`src/rtl/video_mem_arbiter.sv`:
```
// Slot-based DRAM owner arbiter: video fetch, CPU accesses and (optionally) refresh.
// Refresh generation is built only when VIDEO_MEM_ARB_REFRESH_EN is defined.
module video_mem_arbiter (
    input  logic        clk,
    input  logic        rst_n,
    input  logic        cend,
    input  logic        video_go,
    input  logic [1:0]  video_bw,
    input  logic [20:0] video_addr,
    input  logic        cpu_req,
    input  logic        cpu_rnw,
    input  logic [20:0] cpu_addr,
    input  logic [15:0] cpu_wrdata,
    output logic [20:0] dram_addr,
    output logic        dram_rnw,
    output logic [15:0] dram_wrdata,
    output logic        dram_req,
    output logic        dram_rfsh,
    output logic        video_next,
    output logic        video_strobe,
    output logic        cpu_next,
    output logic        cpu_strobe
);

    // state   | meaning
    // S_IDLE  | slot unused, no DRAM access
    // S_VIDEO | slot owned by video fetch (read)
    // S_CPU   | slot owned by CPU read/write
    // S_RFSH  | slot used for refresh (refresh builds only)
    typedef enum logic [1:0] {
        S_IDLE  = 2'd0,
        S_VIDEO = 2'd1,
        S_CPU   = 2'd2
`ifdef VIDEO_MEM_ARB_REFRESH_EN
        , S_RFSH = 2'd3
`endif
    } state_t;

    state_t      state_q, state_d;
    logic [2:0]  slot_q, slot_d;
    logic [20:0] addr_q, addr_d;
    logic        rnw_q, rnw_d;
    logic [15:0] wrdata_q, wrdata_d;
    logic        req_q, req_d;
    logic        vnext_q, vnext_d;
    logic        vstb_q, vstb_d;
    logic        cnext_q, cnext_d;
    logic        cstb_q, cstb_d;
    logic [2:0]  slot_n;
    logic        video_slot;
`ifdef VIDEO_MEM_ARB_REFRESH_EN
    logic [5:0]  rcnt_q, rcnt_d;
    logic        pend_q, pend_d;
    logic        rfsh_q, rfsh_d;
`endif

    // The decision at cend looks at the slot about to start, not the one ending.
    always_comb begin
        slot_n = slot_q + 3'd1;
        case (video_bw)
            2'b00:   video_slot = video_go && (slot_n == 3'd0);
            2'b01:   video_slot = video_go && (slot_n[1:0] == 2'd0);
            2'b10:   video_slot = video_go && !slot_n[0];
            default: video_slot = video_go;
        endcase
    end

    always_comb begin
        state_d  = state_q;
        slot_d   = slot_q;
        addr_d   = addr_q;
        rnw_d    = rnw_q;
        wrdata_d = wrdata_q;
        req_d    = req_q;
        vnext_d  = 1'b0;
        vstb_d   = 1'b0;
        cnext_d  = 1'b0;
        cstb_d   = 1'b0;
`ifdef VIDEO_MEM_ARB_REFRESH_EN
        rcnt_d   = rcnt_q;
        pend_d   = pend_q;
        rfsh_d   = rfsh_q;
`endif
        if (cend) begin
            slot_d  = slot_n;
            vstb_d  = (state_q == S_VIDEO);
            cstb_d  = (state_q == S_CPU);
            state_d = S_IDLE;
            req_d   = 1'b0;
`ifdef VIDEO_MEM_ARB_REFRESH_EN
            rfsh_d  = 1'b0;
            rcnt_d  = rcnt_q + 6'd1;
`endif
            if (video_slot) begin
                state_d = S_VIDEO;
                addr_d  = video_addr;
                rnw_d   = 1'b1;
                req_d   = 1'b1;
                vnext_d = 1'b1;
            end
`ifdef VIDEO_MEM_ARB_REFRESH_EN
            else if (pend_q) begin
                state_d = S_RFSH;
                rfsh_d  = 1'b1;
                pend_d  = 1'b0;
            end
`endif
            else if (cpu_req) begin
                state_d  = S_CPU;
                addr_d   = cpu_addr;
                rnw_d    = cpu_rnw;
                wrdata_d = cpu_wrdata;
                req_d    = 1'b1;
                cnext_d  = 1'b1;
            end
`ifdef VIDEO_MEM_ARB_REFRESH_EN
            // A wrap while still pending just leaves one refresh owed.
            if (rcnt_q == 6'd63) pend_d = 1'b1;
`endif
        end
    end

    always_ff @(posedge clk) begin
        if (!rst_n) begin
            state_q  <= S_IDLE;
            slot_q   <= 3'd0;
            addr_q   <= 21'd0;
            rnw_q    <= 1'b1;
            wrdata_q <= 16'd0;
            req_q    <= 1'b0;
            vnext_q  <= 1'b0;
            vstb_q   <= 1'b0;
            cnext_q  <= 1'b0;
            cstb_q   <= 1'b0;
`ifdef VIDEO_MEM_ARB_REFRESH_EN
            rcnt_q   <= 6'd0;
            pend_q   <= 1'b0;
            rfsh_q   <= 1'b0;
`endif
        end else begin
            state_q  <= state_d;
            slot_q   <= slot_d;
            addr_q   <= addr_d;
            rnw_q    <= rnw_d;
            wrdata_q <= wrdata_d;
            req_q    <= req_d;
            vnext_q  <= vnext_d;
            vstb_q   <= vstb_d;
            cnext_q  <= cnext_d;
            cstb_q   <= cstb_d;
`ifdef VIDEO_MEM_ARB_REFRESH_EN
            rcnt_q   <= rcnt_d;
            pend_q   <= pend_d;
            rfsh_q   <= rfsh_d;
`endif
        end
    end

    assign dram_addr    = addr_q;
    assign dram_rnw     = rnw_q;
    assign dram_wrdata  = wrdata_q;
    assign dram_req     = req_q;
    assign video_next   = vnext_q;
    assign video_strobe = vstb_q;
    assign cpu_next     = cnext_q;
    assign cpu_strobe   = cstb_q;
`ifdef VIDEO_MEM_ARB_REFRESH_EN
    assign dram_rfsh    = rfsh_q;
`else
    assign dram_rfsh    = 1'b0;
`endif

endmodule

```
`config.mk`:
```
export PLATFORM = sky130hd
export DESIGN_NAME = video_mem_arbiter
export DESIGN_NICKNAME = d
export VERILOG_FILES = /design/src/rtl/video_mem_arbiter.sv
export SDC_FILE = /design/constraint.sdc
export NUM_CORES = 1
export LEC_CHECK = 0
export ABC_AREA = 1
export BUFFER_PORTS_ARGS = -buffer_cell sky130_fd_sc_hd__buf_2
export CAP_MARGIN = 20
export CORE_MARGIN = 2
export CORE_UTILIZATION = 49
export DETAILED_ROUTE_END_ITERATION = 8
export PLACE_DENSITY = 0.95
export REMOVE_ABC_BUFFERS = 1
export SLEW_MARGIN = 20
export SYNTH_ARGS = -nofsm -noshare
export SYNTH_HDL_FRONTEND = slang
export SYNTH_SLANG_ARGS = --single-unit
```
`constraint.sdc`:
```
create_clock -name clk -period 2.9 [get_ports clk]
set_input_delay 0.145 -clock clk [delete_from_list [all_inputs] [get_ports clk]]
set_output_delay 0.145 -clock clk [all_outputs]
set_load 0.05 [all_outputs]
```
==> results of run 1 <==
## report_power, final
| part | switching (mW) | internal (mW) |
|---|---|---|
| registers | 0.0238 | 0.705 |
| clock network | 0.222 | 0.260 |
| logic | 0.286 | 0.115 |
## cells in the final DEF (no fill, tap or decap)
master / count
nand2_1: 100
clkinvlp_4: 1
inv_1: 35
clkbuf_8: 5
nand2_2: 1
buf_4: 1
nand2_4: 3
nor3_1: 2
nand3_2: 1
a21oi_1: 2
bufinv_16: 1
inv_2: 1
o21ai_0: 17
a31oi_1: 1
inv_4: 1
ha_1: 5
inv_6: 1
dfxtp_1: 48
buf_2: 108
nor2_1: 78
o22ai_1: 2
xnor2_1: 1
conb_1: 1
nand3_1: 22
## cell families after synthesis
group	Yosys count	synth area share [%]
AND/OR/NAND/NOR	207	37.5
buffers and inverters	55	11.0
flip-flops	48	43.0
AO/OA/AOI/OAI	22	5.10
adder cells (fa/ha/maj)	5	2.80
XOR/XNOR	1	0.392
other	1	0.168
## synth_stat cells (all sizes together)
cell type / n
dfxtp: 48
inv: 37
clkbuf: 5
a21oi: 2
nand3: 23
nand2: 104
conb: 1
xnor2: 1
ha: 5
buf: 13
nor2: 78
o22ai: 2
a31oi: 1
o21ai: 17
nor3: 2
## per-layer routing
| layer | track usage [%] | wire length, um |
|---|---|---|
| met2 | 35.5 | 2360 |
| met3 | 4.22 | 401 |
| met4 | 6.92 | 62 |
| met5 | 0 | 0 |
| met1 | 23.5 | 2190 |
## worst paths after layout
path	start	depth (start not counted)	slack, ps	end
worst min register to register	state_q[1]	1	430	video_strobe
worst max-delay path	slot_q[0]	12	760	dram_addr[2]
worst min-delay path	cpu_rnw	5	110	dram_rnw
worst max register to register	slot_q[0]	12	760	dram_addr[2]
## registers in the layout (all words and copies together) (netlist names)
| name | cells |
|---|---|
| dram_req | 1 |
| video_strobe | 1 |
| dram_wrdata | 16 |
| slot_q | 3 |
| dram_addr | 21 |
| dram_rnw | 1 |
| cpu_strobe | 1 |
| video_next | 1 |
| cpu_next | 1 |
| state_q | 2 |
## worst max-delay path: stages (launching register included)
cell,delay (ps)
dfxtp_1,410
ha_1,200
inv_1,40
nand2_1,70
nand3_1,100
nand3_2,60
buf_4,240
nand2_4,230
nand2_2,140
nand2_4,240
nand2_1,130
nand2_1,50
nor2_1,120
## cell type report
cell class / instances / share of cell area (%)
Inverter: 37 / 4.95
Timing Repair Buffer: 109 / 19.2
Clock inverter: 3 / 1.62
Clock buffer: 5 / 2.41
Sequential cell: 48 / 33.6
Multi-Input combinational cell: 236 / 35.9
Tap cell: 52 / 2.28
## stage by stage
stage          instance area, sq um  power [mW]  setup slack (ps)
2_1_floorplan                  2130        1.02               976
3_3_place_gp                   2740        1.14               892
3_5_place_dp                   2740        1.15               780
4_1_cts                        2860        1.63               770
5_1_grt                        2860        1.70               502
6_report                       2860        1.61               759
==> summary.md, run 1 <==
| Metric | Value |
|---|---|
| Clock Skews | 9.15 ps |
| Slew headroom | 55.3% |
| Maximum clock frequency | 467 MHz |
| FF/Latch Area | 961 sq um |
| CP Launch Type | flop |
| Min Tclk post-route | 2140 ps |
| Total Wirelength | 5010 um |
| #FFs+latches synth | 48 |
| Slew Viols, Final | 0 |
| Mapped cell area | 2230 sq um |
| Proportion of layout cells with a drive suffix above 1 | 28.3% |
| H-tree Lvls | 2 |
| TritonCTS Sinks | 48 |
| Vias per std cell | 4.68 |
| Post-detailed-placement half-perimeter wirelength | 3670 um |
| Antenna-violating nets left | 0 |
| Worst-Skew Late Latency | 290 ps |
| CP arrival | 2360 ps |
| Root buffer cell | clkbuf_8 |
| Dpl cells | 482 |
| Worst Setup End Kind | flop |
| Final Hold Fails | 0 |
| RSZ-0062 raised after global routing | false |
| Slew @ Worst Pin | 670 ps |
| Rows | 24 |
| CTS Buf Count | 5 |
| Pwr dens | 564 nW/um^2 |
| Max Cap Violations | 0 |
| Worst hold path class | input port to flop |
| Worst Hold Slack | 108 ps |
| Crit Path Category | flop to flop |
| Crit Path Max Fanout | 44 |
| I/O pin cnt | 110 |
| Syn Area/Cell | 6.59 sq um |
| Largest net degree at the start of global routing | 45 |
| Hold buffers post-CTS | 0 |
| Core Region | 4380 sq um |
| Vias | 2293 |
| Final std cells w/o fill | 490 |
| First-pass GRT wire length | 8250 um |
| Clock Tree Buf Depth | 2 |
| Sequential area share after synthesis | 43.0% |
| Final nets | 508 |
| Peak supply drop | 0.339 mV |
| DR pass1 iterations | 5 |
| Post-synth top area share | 43.0% |
| Port Buffers | 108 |
| Initial antenna violation count | 0 |
| Grt ovf | 0 |
| Die Area | 5120 sq um |
| Fin crit share | 73.8% |
| Unique masters post-synth | 23 |
| CTS clock-pin slew for the worst setup and hold paths | 90 ps |
| Filler Cell Count | 401 |
| Setup TNS | 0 ps |
| Antenna cells | 0 |
| GPL Wtd Cong | 0.876 |
| Setup violations, final | 0 |
| TritonCTS clock tree | built |
| Data required, critical path | 3120 ps |
| Cell taking the most area after synthesis | dfxtp_1 |
| Leak Pwr | 1.65 nW |
| Drt drc | 0 |
| Outcome | complete, no violations |
| DR WL/cell | 10.2 um |
| Vias in the first global route | 1988 |
| Area Overhead vs Synth | 27.9% |
| Gate Count Post-Synth | 339 |
| Area of the multi-input gates | 1030 sq um |
| All-Layer GR Usage | 19.9% |
| Post-CTS Setup Bufs | 0 |
| Final Util | 65.2% |
| Yosys Warn Count | 0 |
| Initial core utilization | 51.0% |
| Post-cts gate resize count | 0 |
| Height of the die | 71.5 um |
| Ranking of synthesized cells by area | dfxtp_1 43%, nand2_1 17%, nor2_1 13% |
| Die width | 71.5 um |
| DRT iter0 DRCs | 118 |
Note: power is estimated with default switching activity, not from simulation.
==> inputs of run 2 (changes only) <==
--- a/config.mk
+++ b/config.mk
@@ -9,9 +9,9 @@
 export BUFFER_PORTS_ARGS = -buffer_cell sky130_fd_sc_hd__buf_2
 export CAP_MARGIN = 20
 export CORE_MARGIN = 2
-export CORE_UTILIZATION = 49
+export CORE_UTILIZATION = 46
 export DETAILED_ROUTE_END_ITERATION = 8
-export PLACE_DENSITY = 0.95
+export PLACE_DENSITY = 0.9
 export REMOVE_ABC_BUFFERS = 1
 export SLEW_MARGIN = 20
 export SYNTH_ARGS = -nofsm -noshare
==> constraint.sdc (replaced) <==
create_clock -name clk -period 2.1 [get_ports clk]
set_input_delay 0.105 -clock clk [delete_from_list [all_inputs] [get_ports clk]]
set_output_delay 0.105 -clock clk [all_outputs]
set_load 0.05 [all_outputs]
==> summary.md, run 2 (same netlist as run 1, synthesis figures left out) <==
| Metric | Value |
|---|---|
| Filler Cell Count | 440 (+9.7%) |
| Vias | 2297 (+0.17%) |
| I/O pin cnt | 110 (unchanged) |
| Die Area | 5430 sq um (+6.2%) |
| Die width | 73.7 um (+3.0%) |
| Maximum clock frequency | 574 MHz (+23%) |
| Initial core utilization | 47.6% (-3.3 points) |
| Clock Skews | 6.60 ps (-2.56 ps) |
| H-tree Lvls | 2 (unchanged) |
| Final Hold Fails | 0 (unchanged) |
| Pwr dens | 773 nW/um^2 (+37%) |
| Commonest non-fill, non-tap cell in the layout | buf_2 |
| Max Cap Violations | 0 (unchanged) |
| Combinational share of power | 25.3% (+0.4 points) |
| Clock group share of total power | 29.5% (-0.4 points) |
| Peak supply drop | 0.388 mV (+14%) |
| Crit Path Category | flop to flop |
| CP arrival | 1940 ps (-420 ps) |
| Drt drc | 0 (unchanged) |
| Total Wirelength | 5270 um (+5.2%) |
| Design area | 2880 sq um (+0.61%) |
| Clock Tree Buf Depth | 2 (unchanged) |
| Min Tclk post-route | 1740 ps (-400 ps) |
| Fin crit share | 82.9% (+9.1 points) |
| Hold buffers post-CTS | 0 (unchanged) |
| Largest net degree at the start of global routing | 45 (unchanged) |
| TritonCTS clock tree | built |
| Post-cts gate resize count | 0 (unchanged) |
| First-pass GRT wire length | 8050 um (-2.5%) |
| Slew Viols, Final | 0 (unchanged) |
| Hold Crit Depth | 3 (-2) |
| DR WL/cell | 10.6 um (+4.1%) |
| Worst Setup End Kind | flop |
| Height of the die | 73.7 um (+3.0%) |
| Core Region | 4690 sq um (+7.0%) |
| Post-detailed-placement half-perimeter wirelength | 3860 um (+5.2%) |
| Initial antenna violation count | 0 (unchanged) |
| Vias per std cell | 4.64 (-0.84%) |
| Antenna-violating nets left | 0 (unchanged) |
| Antenna cells | 0 (unchanged) |
| Net Sw Frac | 33.0% (-0.063 points) |
| Setup violations, final | 0 (unchanged) |
| DRT iter0 DRCs | 84 (-29%) |
| Setup TNS | 0 ps (unchanged) |
| Int Power | 1.49 mW (+38%) |
| Vias in the first global route | 1930 (-2.9%) |
| Switch Pwr | 0.732 mW (+38%) |
| Grt ovf | 0 (unchanged) |
| DP Area | 2770 sq um (+0.91%) |
| CP max stage cell | dfxtp_1 |
| Worst hold path class | input port to flop |
| Post-CTS Setup Bufs | 0 (unchanged) |
| DR pass1 iterations | 4 (-1) |
| Crit Path Max Fanout | 44 (unchanged) |
| RSZ-0062 raised after global routing | false |
| Max stage delay on crit path | 350 ps (-60 ps) |
| Leak Pwr | 1.67 nW (+0.87%) |
| Number of flip-flops in the largest register | 21 (unchanged) |
| Final nets | 511 (+0.59%) |
| GPL Wtd Cong | 0.742 (-15%) |
| FF-to-FF path depth | 11 (-1) |
| Outcome | complete, no violations |
| TritonCTS Sinks | 48 (unchanged) |
| Crit path cell chain | ha_1 -> inv_1 -> nand2_1 -> nand3_1 -> nand3_2 -> nand2_4 -> nand2_2 -> nand2_4 -> nand2_1 -> nand2_1 -> nor2_1 |
| CTS Buf Count | 5 (unchanged) |
| Proportion of layout cells with a drive suffix above 1 | 28.6% (+0.26 points) |
| All-Layer GR Usage | 19.2% (-0.66 points) |
| Most frequent cells in the layout | 108 x buf_2, 100 x nand2_1, 78 x nor2_1 |
| CTS clock-pin slew for the worst setup and hold paths | 90 ps (about the same) |
| CP dominant cell by count | nand2_1 |
| Area Overhead vs Synth | 28.7% |
| Data required, critical path | 2300 ps (-820 ps) |
| Flop pwr share | 45.3% (about the same) |
| Worst-Skew Late Latency | 300 ps (about the same) |
| Port Buffers | 108 (unchanged) |
| Root buffer cell | clkbuf_8 |
| CP Launch Type | flop |
| Rows | 25 (+4.2%) |
run 2: worst paths after layout:
kind | start | to | slack, ps
max | slot_q[0] | dram_addr[0] | 360
min | cpu_wrdata[10] | dram_wrdata[10] | 50
max reg2reg | slot_q[0] | dram_addr[0] | 360
min reg2reg | state_q[0] | cpu_strobe | 430
run 2: routing by layer:
metal	share of wire, %	GRT usage (%)
met1	43	20.9
met2	46	34.5
met3	8.6	5.35
met4	2.4	8.48
met5	0	0
run 2: final cells by class:
| cell class | count | area [sq um] | area share, % |
|---|---|---|---|
| Timing Repair Buffer | 112 | 571 | 19.8 |
| Multi-Input combinational cell | 236 | 1030 | 35.7 |
| Clock buffer | 6 | 72.6 | 2.52 |
| Inverter | 37 | 141 | 4.92 |
| Sequential cell | 48 | 961 | 33.4 |
| Clock inverter | 2 | 35.0 | 1.22 |
| Tap cell | 54 | 67.6 | 2.35 |
run 2: power by group through the flow:
stage	clock, mW	sequential [mW]	combinational (mW)
floorplan	0	1.22	0.183
global placement	0	1.03	0.552
detailed placement	0	1.03	0.564
CTS	0.668	1.01	0.565
global route	0.703	1.01	0.616
finish	0.654	1.01	0.561
run 2: critical path: cells and delay by family, from the launching register on:
family	cells	cell delay, ps
fa+ha+maj	1	220
buf+inv	1	60
flops	1	350
simple gates	9	1000
run 2: stage by stage:
stage / cells / setup WS (ps) / utilization [%] / power, mW / hold WS, ps
finish: 495 / 358 / 61.3 / 2.22 / 49.1
floorplan: 321 / 176 / - / 1.41 / 215
detailed placement: 487 / 373 / 59.0 / 1.59 / 365
global placement: 487 / 471 / 59.0 / 1.58 / 359
CTS: 495 / 359 / 61.3 / 2.24 / 49.1
global route: 495 / 177 / 61.3 / 2.33 / 61.2
==> inputs of run 3 (changes only) <==
==> constraint.sdc (replaced) <==
create_clock -name clk -period 1.8 [get_ports clk]
set_input_delay 0.09 -clock clk [delete_from_list [all_inputs] [get_ports clk]]
set_output_delay 0.09 -clock clk [all_outputs]
set_load 0.05 [all_outputs]
==> summary.md, run 3 (same netlist as run 1, synthesis figures left out) <==
| Metric | Value |
|---|---|
| Outcome | complete, no violations |
| Final Hold Fails | 0 (unchanged) |
| Hold buffers post-CTS | 0 (unchanged) |
| Final nets | 512 (+0.20%) |
| Clock Skews | 6.16 ps (-0.435 ps) |
| Reg-to-reg critical path endpoint | dram_rnw |
| First-pass GRT wire length | 8070 um (+0.35%) |
| Die Area | 5430 sq um (unchanged) |
| Initial core utilization | 47.6% (unchanged) |
| Filler Cell Count | 442 (+0.45%) |
| R2R Setup Slk | 120 ps (-240 ps) |
| Crit path cell chain | ha_1 -> inv_1 -> nand2_1 -> nand3_1 -> nand3_2 -> nand2_4 -> buf_6 -> nand2_8 -> nor2_1 -> nand2_1 -> nand2_1 -> inv_1 |
| H-tree Lvls | 2 (unchanged) |
| Port Buffers | 108 (unchanged) |
| I/O pin cnt | 110 (unchanged) |
| Die width | 73.7 um (unchanged) |
| DRT iter0 DRCs | 93 (+11%) |
| Worst Hold Slack | 53.3 ps (+4.18 ps) |
| Commonest non-fill, non-tap cell in the layout | buf_2 |
| Antenna-violating nets left | 0 (unchanged) |
| Crit Path Category | flop to flop |
| Post-CTS Setup Bufs | 0 (unchanged) |
| Initial antenna violation count | 0 (unchanged) |
| Area Overhead vs Synth | 30.2% |
| Vias per std cell | 4.64 (about the same) |
| DP Area | 2780 sq um (+0.27%) |
| Core Region | 4690 sq um (unchanged) |
| Worst hold path class | input port to flop |
| Hold Crit Depth | 3 (unchanged) |
| CP max stage cell | dfxtp_1 |
| Max stage delay on crit path | 360 ps (about the same) |
| Final Util | 62.0% (+0.72 points) |
| Root buffer cell | clkbuf_8 |
| HP Start | cpu_wrdata[8] |
| Height of the die | 73.7 um (unchanged) |
| Leak Pwr | 1.67 nW (+0.31%) |
| CP Launch Type | flop |
| Antenna cells | 0 (unchanged) |
| TritonCTS clock tree | built |
| Final worst setup slack | 116 ps (-243 ps) |
| Pre-CTS setup slack | 99.8 ps (-273 ps) |
| Crit Path Max Fanout | 19 (-57%) |
| CP dominant cell by count | nand2_1 |
| Min Tclk post-route | 1680 ps (-57.2 ps) |
| Largest net degree at the start of global routing | 45 (unchanged) |
| Vias | 2301 (+0.17%) |
| Worst Setup End Kind | flop |
| All-Layer GR Usage | 18.6% (-0.64 points) |
| CP arrival | 1880 ps (-60 ps) |
| Number of flip-flops in the largest register | 21 (unchanged) |
| Slew Viols, Final | 0 (unchanged) |
| Design area | 2910 sq um (+1.2%) |
| CTS Buf Count | 5 (unchanged) |
| TritonCTS Sinks | 48 (unchanged) |
| Grt ovf | 0 (unchanged) |
| Data required, critical path | 2000 ps (-300 ps) |
| Post-detailed-placement half-perimeter wirelength | 3800 um (-1.7%) |
| Drt drc | 0 (unchanged) |
| Hold-critical path endpoint | dram_wrdata[8] |
| DR pass1 iterations | 4 (unchanged) |
| Final std cells w/o fill | 496 (+0.20%) |
| Worst r2r src | slot_q[0] |
| CP Depth | 12 (+1) |
| Rows | 25 (unchanged) |
| Worst-Skew Late Latency | 290 ps (about the same) |
| CP top delay family | simple AND/OR/NAND/NOR gates |
| FF-to-FF path depth | 12 (+1) |
| Pwr dens | 886 nW/um^2 (+15%) |
| Fin crit share | 93.6% (+11 points) |
| Proportion of layout cells with a drive suffix above 1 | 28.7% (+0.16 points) |
| Clock Tree Buf Depth | 2 (unchanged) |
| DR WL/cell | 10.4 um (-2.4%) |
| GPL Wtd Cong | 0.727 (-2.0%) |
| Maximum clock frequency | 594 MHz (+3.4%) |
| CTS clock-pin slew for the worst setup and hold paths | 80 ps (about the same) |
| Setup TNS | 0 ps (unchanged) |
| Max Cap Violations | 0 (unchanged) |
| Total power | 2.58 mW (+16%) |
| Peak supply drop | 0.386 mV (-0.45%) |
| Total Wirelength | 5150 um (-2.2%) |
| Setup violations, final | 0 (unchanged) |
| Vias in the first global route | 1971 (+2.1%) |
| Most frequent cells in the layout | 108 x buf_2, 100 x nand2_1, 78 x nor2_1 |
| Worst Path Buf+Inv | 3 (+2) |
| Dpl cells | 488 (+0.21%) |
run 3: changes by cell type in the layout (fill, tap and decap cells not counted):
cell	change
nand2_4	-2
nand2_8	+2
buf_6	+1
inv_4	-1
inv_8	+1
o21ai_0	-1
o21ai_1	+1
run 3: where the power goes:
group | internal, mW | switching (mW)
sequential | 1.14 | 0.0378
clock | 0.412 | 0.330
combinational | 0.194 | 0.468
run 3: area by class of cell:
type / instances / area [sq um] / area share (%)
Clock buffer: 6 / 72.6 / 2.49
Sequential cell: 48 / 961 / 33.0
Multi-Input combinational cell: 236 / 1040 / 35.9
Timing Repair Buffer: 113 / 582 / 20.0
Tap cell: 54 / 67.6 / 2.32
Inverter: 37 / 146 / 5.03
Clock inverter: 2 / 35.0 / 1.20
run 3: worst max-delay path by stage:
stage	start	to	slack (ps)
floorplan	slot_q[0]	dram_rnw	-120
global placement	slot_q[0]	dram_wrdata[0]	180
detailed placement	slot_q[0]	dram_wrdata[4]	100
CTS	slot_q[0]	dram_wrdata[12]	90
global route	slot_q[0]	dram_addr[1]	-70
finish	slot_q[0]	dram_rnw	120
run 3: timing repair:
| item | 4_1_cts | 5_1_grt |
|---|---|---|
| setup endpoints to repair | 0 | 38 |
| resized for setup | 0 | 6 |
| hold endpoints to repair | 0 | 0 |
run 3: worst reg2reg max path, cell delays in order (launching register included):
cell	delay, ps
dfxtp_1	360
ha_1	230
inv_1	70
nand2_1	80
nand3_1	100
nand3_2	100
nand2_4	90
buf_6	160
nand2_8	120
nor2_1	130
nand2_1	60
nand2_1	50
inv_1	30
run 3: metal layers:
layer,up-vias,track usage [%],part of all wire [%]
met3,4,3.84,8.2
met5,-,0,0
li1,1222,-,-
met1,980,21.5,42
met4,0,6.06,0.93
met2,95,33.8,48
